$ cat config.mk
export PLATFORM = sky130hd
export DESIGN_NAME = serial_sum_collector
export DESIGN_NICKNAME = d
export VERILOG_FILES = /design/src/rtl/serial_sum_collector.sv
export SDC_FILE = /design/constraint.sdc
export NUM_CORES = 1
export LEC_CHECK = 0
export CELL_PAD_IN_SITES_DETAIL_PLACEMENT = 0
export CELL_PAD_IN_SITES_GLOBAL_PLACEMENT = 1
export CORE_ASPECT_RATIO = 0.8
export CORE_UTILIZATION = 48
export DETAILED_ROUTE_END_ITERATION = 12
export GPL_TIMING_DRIVEN = 0
export PLACE_DENSITY_LB_ADDON = 0.08
export SLEW_MARGIN = 0
export SYNTH_ARGS = -nofsm -noshare
export SYNTH_HDL_FRONTEND = slang
export SYNTH_SLANG_ARGS = --single-unit
$ cat constraint.sdc
create_clock -name clock -period 4.65 [get_ports clock]
set_clock_uncertainty 0.05 [all_clocks]
set_input_delay 0.93 -clock clock [delete_from_list [all_inputs] [get_ports clock]]
set_output_delay 0.93 -clock clock [all_outputs]
set_load 0.01 [all_outputs]
$ cat src/rtl/serial_sum_collector.sv
// rtl/serial_sum_collector.sv - reassembles LSB-first serial adder words with carry-out into a show-ahead FIFO
module serial_sum_collector #(
    parameter int WIDTH = 4,
    parameter int DEPTH = 4,
    parameter int CNT_W = 8
) (
    input  logic                         clock,
    input  logic                         reset,
    input  logic                         ser_sum,
    input  logic                         ser_ovf,
    output logic                         out_valid,
    input  logic                         out_ready,
    output logic [WIDTH-1:0]             out_word,
    output logic                         out_ovf,
    output logic [$clog2(DEPTH+1)-1:0]   level,
    output logic                         drop_err,
    output logic [CNT_W-1:0]             drop_cnt
);

    localparam int LW = $clog2(DEPTH + 1);
    localparam int PW = $clog2(DEPTH);
    localparam int IW = (WIDTH > 1) ? $clog2(WIDTH) : 1;

    typedef enum logic {S_UNPRIMED, S_COLLECT} state_t;

    state_t             r_state;
    logic [IW-1:0]      r_bit_idx;
    logic [WIDTH-1:0]   r_shift;
    logic [WIDTH-1:0]   r_held;
    logic               r_pending;
    logic [WIDTH:0]     r_mem [DEPTH];
    logic [PW-1:0]      r_wr_ptr;
    logic [PW-1:0]      r_rd_ptr;
    logic [LW-1:0]      r_level;
    logic               r_drop_err;
    logic [CNT_W-1:0]   r_drop_cnt;

    logic               w_collect;
    logic               w_last;
    logic               w_push;
    logic               w_pop;
    logic               w_full;
    logic               w_accept;
    logic               w_drop;
    logic [WIDTH-1:0]   w_word_done;

    assign w_collect = (r_state == S_COLLECT);
    assign w_last    = (r_bit_idx == IW'(WIDTH - 1));
    // The carry-out of the held word rides on the next word's bit-0 slot.
    assign w_push    = w_collect && (r_bit_idx == '0) && r_pending;
    assign w_pop     = (r_level != '0) && out_ready;
    assign w_full    = (r_level == LW'(DEPTH));
    assign w_accept  = w_push && (!w_full || w_pop);
    assign w_drop    = w_push && w_full && !w_pop;

    always_comb begin
        w_word_done            = r_shift;
        w_word_done[r_bit_idx] = ser_sum;
    end

    always_ff @(posedge clock) begin
        if (reset) begin
            r_state    <= S_UNPRIMED;
            r_bit_idx  <= '0;
            r_shift    <= '0;
            r_held     <= '0;
            r_pending  <= 1'b0;
            r_wr_ptr   <= '0;
            r_rd_ptr   <= '0;
            r_level    <= '0;
            r_drop_err <= 1'b0;
            r_drop_cnt <= '0;
        end else begin
            case (r_state)
                S_UNPRIMED: r_state <= S_COLLECT;
                S_COLLECT: begin
                    r_shift   <= w_word_done;
                    r_bit_idx <= w_last ? '0 : r_bit_idx + IW'(1);
                    if (w_last) begin
                        r_held    <= w_word_done;
                        r_pending <= 1'b1;
                    end
                end
                default: r_state <= S_UNPRIMED;
            endcase

            if (w_accept) begin
                r_mem[r_wr_ptr] <= {ser_ovf, r_held};
                r_wr_ptr        <= r_wr_ptr + PW'(1);
            end
            if (w_pop) begin
                r_rd_ptr <= r_rd_ptr + PW'(1);
            end

            case ({w_accept, w_pop})
                2'b10:   r_level <= r_level + LW'(1);
                2'b01:   r_level <= r_level - LW'(1);
                default: r_level <= r_level;
            endcase

            if (w_drop) begin
                r_drop_err <= 1'b1;
                if (r_drop_cnt != '1) begin
                    r_drop_cnt <= r_drop_cnt + CNT_W'(1);
                end
            end
        end
    end

    assign out_valid = (r_level != '0);
    assign out_word  = out_valid ? r_mem[r_rd_ptr][WIDTH-1:0] : '0;
    assign out_ovf   = out_valid ? r_mem[r_rd_ptr][WIDTH] : 1'b0;
    assign level     = r_level;
    assign drop_err  = r_drop_err;
    assign drop_cnt  = r_drop_cnt;

endmodule

==> summary.md, run 1 <==
| Metric | Value |
|---|---|
| Avg Vias per Cell | `about 5.4` |
| Post-synth EDFFs | `20` |
| Synth Flop Type | `dfxtp_1` |
| Antenna Nets Post-Route | `0` |
| Top sig layer | `met4` |
| Setup Total Neg Slack | `0 ns` |
| Count of different cell masters after synthesis | `36` |
| Hold depth | `2` |
| DRT met1 WL | `approximately 2000 um` |
| Drt total wl | `between 4000 and 5000 um` |
| Setup Crit Path Kind | `register to output port` |
| Number of fill cells in the layout | `~350` |
| Sink Count | `49` |
| Nets | `roughly 240` |
| Worst r2r dst | `level[2]` |
| CTS buffer count | `5` |
| Drc violations | `0` |
| Crit path time final | `a little over 3 ns` |
| Core area | `between 4000 and 5000 sq um` |
| Most frequent cells in the layout | `29 x dfxtp_1, 22 x clkdlybuf4s50_1, 20 x edfxtp_1` |
| Worst-Margin Slew | `0.617 ns` |
| Starting DRT DRC Count | `around 70` |
| Final worst-path cycle share | `0.671` |
| Share of cells above drive strength 1 | `0.0746` |
| Hold-fix buffers, CTS | `0` |
| Syn-to-layout area delta | `17.2%` |
| R2R Setup Slk | `roughly 2.1 ns` |
| Overall Global Routing Usage | `0.189` |
| Post-CTS sizing | `0` |
| Max-cap violations | `0` |
| Non-filler cells, final | `285` |
| Async SR Flop Fraction | `0` |
| Crit path max fanout | `5` |
| I/O pins | `23` |
| Peak VDD IR | `between 100 and 150 uV` |
| Initial antenna violation count | `0` |
| Crit end category | `output port` |
| Largest net degree at the start of global routing | `15` |
| Syn Nets | `213` |
| Clock transition at path regs | `0.08 ns` |
| Avg WL per Cell | `roughly 14 um` |
| Gpl congestion | `about 0.76` |
| Clock network power share | `0.338` |
| Die Ht | `between 60 and 70 um` |
| Final setup violating endpoints | `0` |
| Post-CTS setup buffers | `0` |
| DR vias | `between 1.5k and 2k` |
| Clock buffer depth | `2` |
| First-pass GRT wire length | `~7000 um` |
| Starting Density | `0.516` |
| Sequential share of power | `0.614` |
| Outcome | `completed` |
| Met2 routed WL | `about 1900 um` |
| Req. time, crit path | `3.67 ns` |
| CTS tree | `yes` |
| RSZ-0062 raised after global routing | `no` |
| Die Width | `just under 80 um` |
| Logic pwr share | `0.048` |
| Hpwl dp | `around 3000 um` |
| Avg Inst Size Synth | `~11 sq um` |
| Dpl cells | `roughly 280` |
| Synth Register Bits | `49` |
| Syn Inst Count | `~200` |
| R2r worst-path depth | `8` |
| Root Buffer | `clkbuf_8` |
| Mapped cell area | `roughly 2200 sq um` |
| Fmax | `approximately 320 MHz` |
| Ys Warns | `0` |
| Internal | `a little under 600 uW` |
| Vias in the first global route | `~1.5k` |
| Critical Path End | `out_word[3]` |
| Worst r2r src | `r_bit_idx[0]` |
| Worst-skew pair later-pin latency | `0.29 ns` |
| PwrDens | `283 nW/um^2` |
| Pre-Repair DR Iteration Count | `4` |
| Port Buffers | `22` |
| HP Class | `register to register` |
| Commonest non-fill, non-tap cell in the layout | `dfxtp_1` |
| CP startpoint kind | `register` |
| H-tree levels | `2` |
| DR WL met3 | `154 um` |
| Data arrival, critical path | `between 2 and 2.5 ns` |
| ANT cells | `0` |
| Total grt overflow | `0` |
| Rows | `21` |
| Sw Share | `0.207` |
| Leakage | `a little under 0.9 nW` |
| Worst slew margin | `0.587` |
| Sw Pwr | `about 150 uW` |
| Die area | `4910 sq um` |
| Slew Viols, Final | `0` |
| Final hold violation count | `0` |
| Sequential-to-total area share from yosys stat | `0.532` |
metal layers:
layer | global-route usage | vias up
met2 | 0.313 | 37
li1 | - | 771
met1 | 0.248 | 734
met3 | 0.0453 | 7
met5 | 0 | -
met4 | 0.0509 | 0
layout make-up:
cell class / count / area, sq um / share of cell area
clock buffer: 8 / 90.1 / 0.0346
sequential: 49 / 1180 / 0.454
buffer: 11 / 60.1 / 0.0231
timing repair buffer: 22 / 220 / 0.0846
inverter: 8 / 30.0 / 0.0115
tap: 57 / 71.3 / 0.0274
multi-input combinational: 130 / 951 / 0.365
critical path, cell delays in order (launching register included):
cell and delay, ns:
dfxtp_1 0.32, clkbuf_1 0.33, mux4_2 0.54, and2_1 0.17
clkdlybuf4s50_1 0.48
registers in the layout, indices dropped and copies added, names as in the netlist, named ones only:
| register | count |
|---|---|
| r_mem | 20 |
| drop_cnt | 8 |
| r_held | 4 |
| level | 3 |
| r_shift | 3 |
| r_bit_idx | 2 |
| r_rd_ptr | 2 |
| r_wr_ptr | 2 |
| drop_err | 1 |
| r_pending | 1 |
| r_state | 1 |
synthesized netlist by cell type (all sizes together), types with 2 or more instances:
cell type	n	area, sq um
a211oi	3	22.5
a21oi	11	55.1
a31oi	3	18.8
and2	10	62.6
and3	2	12.5
buf	3	30.0
clkbuf	8	30.0
dfxtp	29	581
edfxtp	20	601
ha	9	113
inv	8	30.0
mux2i	8	80.1
mux4	5	113
nand2	13	48.8
nand3	13	65.1
nand4	2	12.5
nor2	19	71.3
o2111ai	2	17.5
o211ai	2	28.8
o21ai	6	30.0
o31ai	2	15.0
o41ai	2	17.5
or3	4	27.5
xnor2	3	26.3
xor2	4	35.0
power by group through the flow:
stage / registers, mW / logic [mW] / clock network [mW]
after global placement: 0.462 / 0.0336 / 0
after global routing: 0.453 / 0.0400 / 0.275
after detailed placement: 0.463 / 0.0356 / 0
after floorplan: 0.461 / 0.0232 / 0
final: 0.452 / 0.0357 / 0.249
after CTS: 0.453 / 0.0359 / 0.259
cell families (layout without fill, tap and decap cells):
logic type | after synthesis | after routing | synth area share
AO/OA/AOI/OAI | 32 | 32 | 0.0957
XOR/XNOR | 7 | 7 | 0.0276
adder cells (fa/ha/maj) | 10 | 10 | 0.0597
buffers and inverters | 19 | 49 | 0.0405
flip-flops | 49 | 49 | 0.532
multiplexers | 13 | 13 | 0.0867
AND/OR/NAND/NOR | 68 | 68 | 0.158
how the worst min path moves through the flow:
stage                          start         end  slack, ns
after floorplan           r_shift[0]  r_shift[0]       0.39
final                     r_shift[2]  r_shift[2]       0.42
after global placement    r_shift[0]  r_shift[0]       0.39
after CTS                 r_shift[1]  r_shift[1]       0.42
after global routing      r_shift[0]  r_shift[0]       0.46
after detailed placement  r_shift[1]  r_shift[1]       0.41
through the flow:
| step | hold slack (ns) | area [sq um] | power, mW | worst slack (ns) | util |
|---|---|---|---|---|---|
| final | 0.425 | 2600 | 0.737 | 1.53 | 0.604 |
| after floorplan | 0.386 | 2220 | 0.485 | 2.14 | - |
| after global routing | 0.458 | 2600 | 0.769 | 1.36 | 0.604 |
| after global placement | 0.392 | 2510 | 0.495 | 1.41 | 0.583 |
| after detailed placement | 0.410 | 2510 | 0.498 | 1.37 | 0.583 |
| after CTS | 0.421 | 2600 | 0.747 | 1.47 | 0.604 |
Power figures use the tool's default switching activity.
==> inputs of run 2 (changes only) <==
--- a/config.mk
+++ b/config.mk
@@ -8,7 +8,7 @@
 export CELL_PAD_IN_SITES_DETAIL_PLACEMENT = 0
 export CELL_PAD_IN_SITES_GLOBAL_PLACEMENT = 1
 export CORE_ASPECT_RATIO = 0.8
-export CORE_UTILIZATION = 48
+export CORE_UTILIZATION = 44
 export DETAILED_ROUTE_END_ITERATION = 12
 export GPL_TIMING_DRIVEN = 0
 export PLACE_DENSITY_LB_ADDON = 0.08
==> constraint.sdc (replaced) <==
create_clock -name clock -period 3.2 [get_ports clock]
set_clock_uncertainty 0.05 [all_clocks]
set_input_delay 0.64 -clock clock [delete_from_list [all_inputs] [get_ports clock]]
set_output_delay 0.64 -clock clock [all_outputs]
set_load 0.01 [all_outputs]
==> summary.md, run 2 (synthesis results as in run 1) <==
| Metric | Value |
|---|---|
| Outcome | `completed` |
| Antenna Nets Post-Route | `0` |
| R2r worst-path depth | `8` |
| Post-CTS sizing | `0` |
| Max-cap violations | `0` |
| ANT cells | `0` |
| Most frequent cells in the layout | `29 x dfxtp_1, 22 x clkdlybuf4s50_1, 20 x edfxtp_1` |
| Internal | `903 uW` |
| First-pass GRT wire length | `around 7200 um` |
| Initial antenna violation count | `0` |
| Hold depth | `2` |
| Total grt overflow | `0` |
| Avg WL per Cell | `about 15 um` |
| Die area | `between 5000 and 6000 sq um` |
| Crit end category | `output port` |
| Fmax | `about 360 MHz` |
| Clock buffer depth | `2` |
| Avg Vias per Cell | `roughly 5.3` |
| Starting DRT DRC Count | `65` |
| Logic pwr share | `0.044` |
| Syn-to-layout area delta | `18.2%` |
| Sequential share of power | `0.572` |
| Pre-Repair DR Iteration Count | `4` |
| Drc violations | `0` |
| Data arrival, critical path | `~2.1 ns` |
| CTS tree | `yes` |
| Overall Global Routing Usage | `0.183` |
| Vias in the first global route | `~1.5k` |
| Sink Count | `between 40 and 50` |
| Setup Crit Path Kind | `register to output port` |
| DR vias | `around 1.5k` |
| Worst r2r src | `r_bit_idx[0]` |
| Setup Total Neg Slack | `0 ns` |
| Largest stage delay on the critical path | `between 0.5 and 0.6 ns` |
| Leakage | `between 0.8 and 0.9 nW` |
| Max FFs per register | `20` |
| Hold-fix buffers, CTS | `0` |
| I/O pins | `23` |
| Root Buffer | `clkbuf_8` |
| CTS buffer count | `5` |
| Share of cells above drive strength 1 | `0.0789` |
| R2R Setup Slk | `0.59 ns` |
| Final hold violation count | `0` |
| HP Class | `register to register` |
| CP startpoint kind | `register` |
| Worst-path cell chain | `clkbuf_1 > mux4_2 > and2_1 > clkdlybuf4s50_1` |
| Worst slew margin | `0.598` |
| Largest net degree at the start of global routing | `16` |
| Number of fill cells in the layout | `412` |
| Dpl cells | `between 200 and 300` |
| Die Width | `slightly above 80 um` |
| Hold Startpoint | `r_shift[2]` |
| Core area | `around 4700 sq um` |
| Die Ht | `around 66 um` |
| Crit path time final | `~2.8 ns` |
| PwrDens | `roughly 440 nW/um^2` |
| Gpl congestion | `between 0.7 and 0.8` |
| Final worst-path cycle share | `0.880` |
| Sw Share | `0.215` |
| Area after DPL | `between 2000 and 3000 sq um` |
| Worst r2r dst | `level[2]` |
| Req. time, crit path | `between 2 and 3 ns` |
| Post-CTS setup buffers | `0` |
| Crit path max fanout | `5` |
| Port Buffers | `22` |
| Final setup violating endpoints | `0` |
| RSZ-0062 raised after global routing | `no` |
| Commonest non-fill, non-tap cell in the layout | `dfxtp_1` |
| Nets | `around 240` |
| Critical path's slowest cell | `mux4_2` |
| Non-filler cells, final | `roughly 290` |
| Slew Viols, Final | `0` |
| Drt total wl | `around 4200 um` |
| Peak VDD IR | `~270 uV` |
| Hpwl dp | `about 3000 um` |
| Worst-skew pair later-pin latency | `~0.30 ns` |
| Rows | `22` |
| Clock transition at path regs | `0.09 ns` |
| Top reg by flops | `r_mem` |
| Sw Pwr | `around 250 uW` |
| Worst-Margin Slew | `about 0.60 ns` |
| Fin area | `around 2600 sq um` |
| Clock network power share | `0.384` |
| H-tree levels | `2` |
| Hold Path Sink | `r_shift[2]` |
| Starting Density | `0.472` |
[run 2: cell types whose count changed in the layout (fill, tap and decap cells not counted)]
cell and change:
clkbuf_8 -1, clkinvlp_4 +1, clkbuf_1 -2, clkinv_1 +1
bufinv_16 +1
[run 2: worst max path at each step]
stage | to | from | depth (start not counted)
3_5_place_dp | level[2] | out_ready | 7
5_1_grt | out_word[3] | register | 4
6_report | out_word[0] | register | 4
3_3_place_gp | level[2] | out_ready | 7
4_1_cts | out_word[0] | register | 4
2_1_floorplan | level[2] | r_bit_idx[0] | 8
[run 2: critical path: cells and delay by family, from the launching register on]
family	cells	cell delay [ns]
mux	1	0.55
flops	1	0.31
buf+inv	2	0.80
simple gates	1	0.17
[run 2: layout make-up]
type / instances / area (sq um) / area share
sequential: 49 / 1180 / 0.450
multi-input combinational: 130 / 951 / 0.362
timing repair buffer: 22 / 220 / 0.0838
tap: 60 / 75.1 / 0.0286
clock buffer: 5 / 68.8 / 0.0262
buffer: 11 / 60.1 / 0.0229
clock inverter: 3 / 41.3 / 0.0157
inverter: 8 / 30.0 / 0.0114
[run 2: metrics by stage]
step / utilization / hold WS, ns / setup slack (ns) / power, mW
floorplan: - / 0.386 / 0.956 / 0.704
detailed placement: 0.535 / 0.399 / 0.141 / 0.723
global route: 0.558 / 0.443 / 0.239 / 1.18
global placement: 0.535 / 0.392 / 0.246 / 0.720
CTS: 0.558 / 0.410 / 0.330 / 1.16
finish: 0.558 / 0.411 / 0.383 / 1.15
[run 2: layer usage]
layer  GRT usage  up-vias  share of wire
met5           0        -              0
met4      0.0647        0          0.013
met3      0.0431        7          0.035
met2       0.295       35           0.46
met1       0.238      722           0.49
li1            -      772              -
[run 2: power by group through the flow]
stage / combinational [mW] / sequential (mW) / clock (mW)
2_1_floorplan: 0.0336 / 0.671 / 0
3_3_place_gp: 0.0490 / 0.671 / 0
3_5_place_dp: 0.0509 / 0.672 / 0
4_1_cts: 0.0515 / 0.658 / 0.446
5_1_grt: 0.0574 / 0.659 / 0.468
6_report: 0.0510 / 0.658 / 0.441
